[src/rtl/cla_pipe_subtractor_if.sv]
// ---------------------------------------------------------------------------
// cla_pipe_subtractor_if
//
// Purpose:
//   Bundles the operand-side and result-side valid/ready handshakes of the
//   pipelined CLA subtractor into one interface.
//
// Signals:
//   in_valid   operands present on a, b, bin
//   in_ready   subtractor accepts operands this cycle
//   a, b       minuend / subtrahend (WIDTH bits)
//   bin        borrow in
//   out_valid  result present on diff, bout, ovf
//   out_ready  downstream accepts the result
//   diff       a - b - bin modulo 2^WIDTH (or saturated, see the core)
//   bout       borrow out
//   ovf        signed two's-complement overflow
//
// Modports:
//   master  the side that supplies operands and consumes results
//   slave   the subtractor itself
// ---------------------------------------------------------------------------
interface cla_pipe_subtractor_if #(
    parameter int WIDTH = 16
);
    logic             in_valid;
    logic             in_ready;
    logic [WIDTH-1:0] a;
    logic [WIDTH-1:0] b;
    logic             bin;
    logic             out_valid;
    logic             out_ready;
    logic [WIDTH-1:0] diff;
    logic             bout;
    logic             ovf;

    modport master (
        output in_valid, a, b, bin, out_ready,
        input  in_ready, out_valid, diff, bout, ovf
    );

    modport slave (
        input  in_valid, a, b, bin, out_ready,
        output in_ready, out_valid, diff, bout, ovf
    );
endinterface

[src/rtl/cla_pipe_subtractor.sv]
// ---------------------------------------------------------------------------
// cla_pipe_subtractor
//
// Purpose:
//   Pipelined WIDTH-bit subtractor, diff = a - b - bin, built as a + ~b + ~bin
//   from SLICE-bit carry-lookahead slices. Each pipeline stage resolves one
//   slice and registers its carry for the next stage. A final output register
//   derives borrow and signed overflow, giving a latency of exactly
//   STAGES cycles from the accepting edge to out_valid. Full throughput of
//   one operation per cycle; the whole pipe freezes while the result is
//   stalled at the output.
//
// Ports:
//   clk   rising-edge clock
//   rst   asynchronous, active-high reset
//   bus   cla_pipe_subtractor_if.slave (operand/result handshakes)
//
// Parameters:
//   WIDTH   operand/result width, a multiple of SLICE (minimum 4)
//   SLICE   bits per lookahead slice and per pipeline stage
//   STAGES  derived pipeline depth (WIDTH/SLICE), not overridable
//
// Configuration macro:
//   CLA_SUB_SAT_EN  when defined, an overflowing result is replaced by the
//                   signed saturation value of a's sign; bout and ovf are
//                   reported unchanged.
// ---------------------------------------------------------------------------
module cla_pipe_subtractor #(
    parameter  int WIDTH  = 16,
    parameter  int SLICE  = 4,
    localparam int STAGES = WIDTH / SLICE
) (
    input logic                  clk,
    input logic                  rst,
    cla_pipe_subtractor_if.slave bus
);

    // One lookahead slice: returns {carry_out, sum}. yInv is the already
    // inverted subtrahend slice, so the slice is a plain adder.
    function automatic logic [SLICE:0] claSlice(
        input logic [SLICE-1:0] x,
        input logic [SLICE-1:0] yInv,
        input logic             cin
    );
        logic [SLICE-1:0] g;
        logic [SLICE-1:0] p;
        logic [SLICE:0]   c;
        g    = x & yInv;
        p    = x ^ yInv;
        c    = '0;
        c[0] = cin;
        for (int i = 0; i < SLICE; i++) begin
            c[i+1] = g[i] | (p[i] & c[i]);
        end
        return {c[SLICE], p ^ c[SLICE-1:0]};
    endfunction

    logic             stValid_q [STAGES];
    logic [WIDTH-1:0] stA_q     [STAGES];
    logic [WIDTH-1:0] stB_q     [STAGES];
    logic [WIDTH-1:0] stDiff_q  [STAGES];
    logic             stCarry_q [STAGES];

    logic             stValid_d [STAGES];
    logic [WIDTH-1:0] stA_d     [STAGES];
    logic [WIDTH-1:0] stB_d     [STAGES];
    logic [WIDTH-1:0] stDiff_d  [STAGES];
    logic             stCarry_d [STAGES];

    logic             outValid_q;
    logic [WIDTH-1:0] diff_q;
    logic             bout_q;
    logic             ovf_q;

    logic [WIDTH-1:0] diff_d;
    logic             bout_d;
    logic             ovf_d;

    logic             stall;

    // The result is parked at the output and nobody takes it: freeze the
    // whole pipe, bubbles included, and refuse new operands.
    assign stall = outValid_q && !bus.out_ready;

    // Stage k resolves slice k. Stage 0 works straight from the operand bus
    // (carry-in is the inverted borrow); later stages work from the register
    // of the stage before. Operands travel unchanged, lower slices of the
    // difference accumulate as the operation moves down.
    for (genvar k = 0; k < STAGES; k++) begin : gStage
        logic [WIDTH-1:0] srcA;
        logic [WIDTH-1:0] srcB;
        logic [WIDTH-1:0] srcDiff;
        logic             srcCarry;
        logic             srcValid;
        logic [SLICE:0]   sliceOut;
        logic [WIDTH-1:0] mergedDiff;

        if (k == 0) begin : gFirst
            assign srcA     = bus.a;
            assign srcB     = bus.b;
            assign srcDiff  = '0;
            assign srcCarry = ~bus.bin;
            assign srcValid = bus.in_valid;
        end else begin : gNext
            assign srcA     = stA_q[k-1];
            assign srcB     = stB_q[k-1];
            assign srcDiff  = stDiff_q[k-1];
            assign srcCarry = stCarry_q[k-1];
            assign srcValid = stValid_q[k-1];
        end

        assign sliceOut = claSlice(srcA[k*SLICE +: SLICE],
                                   ~srcB[k*SLICE +: SLICE],
                                   srcCarry);

        // Drop this slice's sum bits into the travelling difference.
        always_comb begin
            mergedDiff                   = srcDiff;
            mergedDiff[k*SLICE +: SLICE] = sliceOut[SLICE-1:0];
        end

        assign stValid_d[k] = srcValid;
        assign stA_d[k]     = srcA;
        assign stB_d[k]     = srcB;
        assign stDiff_d[k]  = mergedDiff;
        assign stCarry_d[k] = sliceOut[SLICE];
    end

    // Output stage: borrow is the inverted carry out of the top slice, and
    // overflow is only possible when the operand signs differ and the result
    // sign departs from the minuend's sign.
    always_comb begin
        bout_d = ~stCarry_q[STAGES-1];
        ovf_d  = (stA_q[STAGES-1][WIDTH-1] != stB_q[STAGES-1][WIDTH-1]) &&
                 (stDiff_q[STAGES-1][WIDTH-1] != stA_q[STAGES-1][WIDTH-1]);
        diff_d = stDiff_q[STAGES-1];
`ifdef CLA_SUB_SAT_EN
        if (ovf_d) begin
            diff_d = stA_q[STAGES-1][WIDTH-1] ? {1'b1, {(WIDTH-1){1'b0}}}
                                              : {1'b0, {(WIDTH-1){1'b1}}};
        end
`endif
    end

    // Pipeline and output registers. Everything advances together unless
    // stalled; data registers only load behind a valid so that idle results
    // keep their last value.
    always_ff @(posedge clk or posedge rst) begin
        if (rst) begin
            for (int k = 0; k < STAGES; k++) begin
                stValid_q[k] <= 1'b0;
                stA_q[k]     <= '0;
                stB_q[k]     <= '0;
                stDiff_q[k]  <= '0;
                stCarry_q[k] <= 1'b0;
            end
            outValid_q <= 1'b0;
            diff_q     <= '0;
            bout_q     <= 1'b0;
            ovf_q      <= 1'b0;
        end else if (!stall) begin
            for (int k = 0; k < STAGES; k++) begin
                stValid_q[k] <= stValid_d[k];
                if (stValid_d[k]) begin
                    stA_q[k]     <= stA_d[k];
                    stB_q[k]     <= stB_d[k];
                    stDiff_q[k]  <= stDiff_d[k];
                    stCarry_q[k] <= stCarry_d[k];
                end
            end
            outValid_q <= stValid_q[STAGES-1];
            if (stValid_q[STAGES-1]) begin
                diff_q <= diff_d;
                bout_q <= bout_d;
                ovf_q  <= ovf_d;
            end
        end
    end

    assign bus.in_ready  = !stall;
    assign bus.out_valid = outValid_q;
    assign bus.diff      = diff_q;
    assign bus.bout      = bout_q;
    assign bus.ovf       = ovf_q;

endmodule

[src/flat_wrapper.sv]
// flat-port wrapper written by rule: the top's interface ports become plain ports
module cla_pipe_subtractor_flat 
#(
    parameter  int WIDTH  = 16,
    parameter  int SLICE  = 4,
    localparam int STAGES = WIDTH / SLICE
)
  (clk, rst, bus_in_valid, bus_a, bus_b, bus_bin, bus_out_ready, bus_in_ready, bus_out_valid, bus_diff, bus_bout, bus_ovf);
  cla_pipe_subtractor_if #(.WIDTH(WIDTH)) bus_i ();
  input logic clk;
  input logic rst;
  input wire logic [$bits(bus_i.in_valid)-1:0] bus_in_valid;
  input wire logic [$bits(bus_i.a)-1:0] bus_a;
  input wire logic [$bits(bus_i.b)-1:0] bus_b;
  input wire logic [$bits(bus_i.bin)-1:0] bus_bin;
  input wire logic [$bits(bus_i.out_ready)-1:0] bus_out_ready;
  output wire logic [$bits(bus_i.in_ready)-1:0] bus_in_ready;
  output wire logic [$bits(bus_i.out_valid)-1:0] bus_out_valid;
  output wire logic [$bits(bus_i.diff)-1:0] bus_diff;
  output wire logic [$bits(bus_i.bout)-1:0] bus_bout;
  output wire logic [$bits(bus_i.ovf)-1:0] bus_ovf;
  assign bus_i.in_valid = bus_in_valid;
  assign bus_i.a = bus_a;
  assign bus_i.b = bus_b;
  assign bus_i.bin = bus_bin;
  assign bus_i.out_ready = bus_out_ready;
  assign bus_in_ready = bus_i.in_ready;
  assign bus_out_valid = bus_i.out_valid;
  assign bus_diff = bus_i.diff;
  assign bus_bout = bus_i.bout;
  assign bus_ovf = bus_i.ovf;
  cla_pipe_subtractor #(.WIDTH(WIDTH), .SLICE(SLICE)) u_core (.clk(clk), .rst(rst), .bus(bus_i));
endmodule
[config.mk]
export PLATFORM = sky130hd
export DESIGN_NAME = cla_pipe_subtractor_flat
export DESIGN_NICKNAME = d
export VERILOG_FILES = /design/src/rtl/cla_pipe_subtractor_if.sv /design/src/rtl/cla_pipe_subtractor.sv /design/src/flat_wrapper.sv
export SDC_FILE = /design/constraint.sdc
export NUM_CORES = 1
export LEC_CHECK = 0
export BUFFER_PORTS_ARGS = -buffer_cell sky130_fd_sc_hd__buf_2
export CAP_MARGIN = 20
export CORE_UTILIZATION = 40
export CTS_CLUSTER_SIZE = 40
export DETAILED_ROUTE_END_ITERATION = 7
export GPL_TIMING_DRIVEN = 0
export HOLD_SLACK_MARGIN = 0.08
export SLEW_MARGIN = 20
export SYNTH_ARGS = -nofsm -noshare
export SYNTH_HDL_FRONTEND = slang
export SYNTH_SLANG_ARGS = --single-unit
[constraint.sdc]
create_clock -name clk -period 7.6 [get_ports clk]
set_input_delay 0 -clock clk [delete_from_list [all_inputs] [get_ports clk]]
set_output_delay 0 -clock clk [all_outputs]
set_load 0.1 [all_outputs]
==> impl_metrics.tcl <==
set metrics [dict create \
    synth_area_per_cell_um2 15.8 \
    worstPathRequired_ps 7880 \
    cts_root_buf "clkbuf_16" \
    tns_ps 0 \
    crit_family "adder cells" \
    drt_wl_total_um 7870 \
    path_clk_slew_ps 50 \
    die_y_um 113 \
    setup_viol 0 \
    route.vias.total 2682 \
    netlist_area_um2 4900 \
    synthCells 311 \
    rr_endpoint "u_core.diff_d[15]" \
    overflow 0 \
    min_period_ps 2460 \
    cts-resized-gates 0 \
    drtPass1Iterations 4 \
    numCtsBuffers 17 \
    max_freq_ghz 0.407 \
    syn2layout_area_growth_pct 27.2 \
    topRoutingLayerUsed "met4" \
    yosysWarnings 0 \
    grt_pass1_wl_um 13700 \
    die_x_um 113 \
    drcViolationCount 0 \
    synthFlopType "dfrtp_1" \
    hold_viol 0 \
    multi_input_area_um2 1750 \
    powerDensity_nw_per_um2 481 \
    layout_commonest_cell "dfrtp_1" \
    hp-class "in2reg" \
    startpoint "u_core.gStage[3].srcB[12]" \
    track_usage 0.141 \
    dp_hpwl_um 5410 \
    status "completed" \
    r2r_setup_slack_ps 5140 \
    endpoint "u_core.diff_d[15]" \
    timing.slew.headroom 0.672 \
    vias_per_cell 4.66 \
    route.met3.wl_um 345 \
    htreeDepth 4 \
    clock_latency_ps 400 \
    cts_sinks 117 \
    crit_path_end_kind "flop" \
    yosysSeqAreaShare 0.597 \
    drv_cap 0 \
    tightest_slew_ps 495 \
    reg2reg_depth 8 \
    fin_worst_skew_ps 12.5 \
    finalMaxSlewViolations 0 \
    wl_met2_um 3650 \
    place.gp.congestion 0.688 \
    rsz0062_at_grt "no" \
    nNetsFinal 472 \
    worstReg2RegStart "u_core.gStage[3].srcB[12]" \
    synth_edf_count 0 \
    worst-endpoint-arrival_ps 2740 \
    antenna_found_initial 0 \
    wire_per_inst_um 13.7 \
    cts_tree "done" \
    grt_pass1_vias 2795 \
    finalCritPeriodShare 0.323 \
    grt_start_max_net_pins 77 \
    path_class "reg2reg" \
    path_max_fanout 2 \
    syn_nets 364 \
    synth_seq_cells 117 \
    start_util 0.410 \
    io_buffers 55 \
    ys_async_sr_fraction 1.00 \
    drive_gt1_frac 0.474 \
    p_leak_nw 2.89 \
    timing.hold.ws_ps 90.4 \
    synth_cell_types 20 \
    path_depth 8 \
    die_area_um2 12700 \
    cp_slowest_cell "fa_1" \
    rows 40 \
    ir_drop_uv 167 \
    cts_max_path_buffers 2 \
    core_area_um2 12000 \
    final_cell_mix "117 x dfrtp_1, 82 x mux2_2, 57 x buf_2, 33 x dlygate4sd3_1, 25 x inv_1" \
    insertedDiodeCount 0 \
    io_pins 57 \
    timing.critical_path.mode_cell "fa_1" \
    postCtsSetupRepairBufs 0 \
    startpoint_type "flop" \
    register_area_um2 2930 \
    drt_iter0_drc 62 \
    ant_nets 0 \
    cpPeakStageDelay_ps 440 \
    worstPathCellList "inv_1, fa_1, inv_1, fa_1, fa_1, inv_1, fa_1, mux2_2" \
    path_buf_inv 3 \
    drt-met1-wl_um 3780 \
    fillCellCount 1009 \
]
sequential cells by signal (all words and copies together), names as in the netlist:
signal and cells:
u_core.gStage.srcDiff 24, u_core.stCarry_q 1, u_core.diff_d 16, u_core.stValid_q 1, u_core.stB_q 1, u_core.stA_q 1, u_core.gStage.srcA 24, u_core.bus.bout 1
u_core.gStage.srcCarry 3, u_core.bus.ovf 1, u_core.gStage.srcB 24, u_core.bus.out_valid 1, u_core.gStage.srcValid 3, u_core.bus.diff 16
cells in the mapped netlist (2+ instances only):
cell     number  area share
dfrtp_1     117        0.60
mux2_2       82        0.19
inv_1        26       0.020
mux2_4       19       0.058
fa_1         16       0.065
o21ai_0      10       0.010
a21oi_1       7      0.0071
a31oi_1       7      0.0089
nand2_1       7      0.0054
buf_4         4      0.0061
buf_6         4      0.0092
nand2_4       3      0.0069
buf_2         2      0.0020
worst reg2reg max path, delay by kind of cell (launching register included):
| kind | cells | cell delay [ps] |
|---|---|---|
| adders and majority gates | 4 | 1480 |
| buffers and inverters | 3 | 220 |
| DFF | 1 | 370 |
| muxes | 1 | 270 |
how the worst min path moves through the flow:
stage | startpoint | to | cells after the start
finish | bus_b[3] | u_core.gStage[1].srcCarry | 4
global route | bus_b[3] | u_core.gStage[1].srcDiff[3] | 4
CTS | bus_b[3] | u_core.gStage[1].srcDiff[3] | 4
detailed placement | rst | u_core.bus.diff[11] | 2
global placement | bus_in_valid | u_core.gStage[1].srcDiff[0] | 2
floorplan | bus_a[10] | u_core.gStage[1].srcA[10] | 1
final cells by class:
| class | count | share of cell area |
|---|---|---|
| well taps | 147 | 0.0295 |
| inverters | 27 | 0.0178 |
| plain buffers | 12 | 0.0192 |
| flip-flops and latches | 117 | 0.469 |
| clock inverters | 6 | 0.00481 |
| repair buffers | 89 | 0.101 |
| clock buffers | 22 | 0.0776 |
| multi-input cells | 155 | 0.280 |
routing by layer:
layer,vias to the layer above,track usage
met5,-,0
met1,1340,0.182
met4,0,0.0658
met3,11,0.0450
met2,54,0.219
li1,1277,-
metrics by stage:
| stage | std cells | worst slack [ps] | total power [mW] | utilization | instance area [um2] |
|---|---|---|---|---|---|
| after floorplan | 311 | 4500 | 2.08 | - | 4900 |
| after global placement | 513 | 3170 | 2.29 | 0.448 | 5360 |
| after detailed placement | 514 | 5130 | 2.32 | 0.451 | 5400 |
| after CTS | 575 | 5120 | 3.04 | 0.522 | 6240 |
| after global routing | 575 | 5000 | 3.19 | 0.522 | 6240 |
| final | 575 | 5140 | 3.00 | 0.522 | 6240 |
power by group:
part	switching, mW	leakage, nW	internal, mW
sequential	0.165	1.36	0.915
clock	0.244	0.263	0.438
combinational	0.713	1.27	0.525
what timing repair did:
item / 4_1_cts / 5_1_grt
hold buffers: 33 / 0
endpoints found under the setup margin: 0 / 0
hold endpoints to repair: 152 / 0
logic make-up (layout without fill, tap and decap cells):
logic type,count (synthesis),in the layout,synth area share
flops,117,117,0.597
mux,101,101,0.246
buf+inv,39,156,0.0462
compound gates,25,25,0.0276
fa+ha+maj,16,16,0.0653
simple gates,13,13,0.0176
No activity file was read; power rests on OpenSTA's default activity.
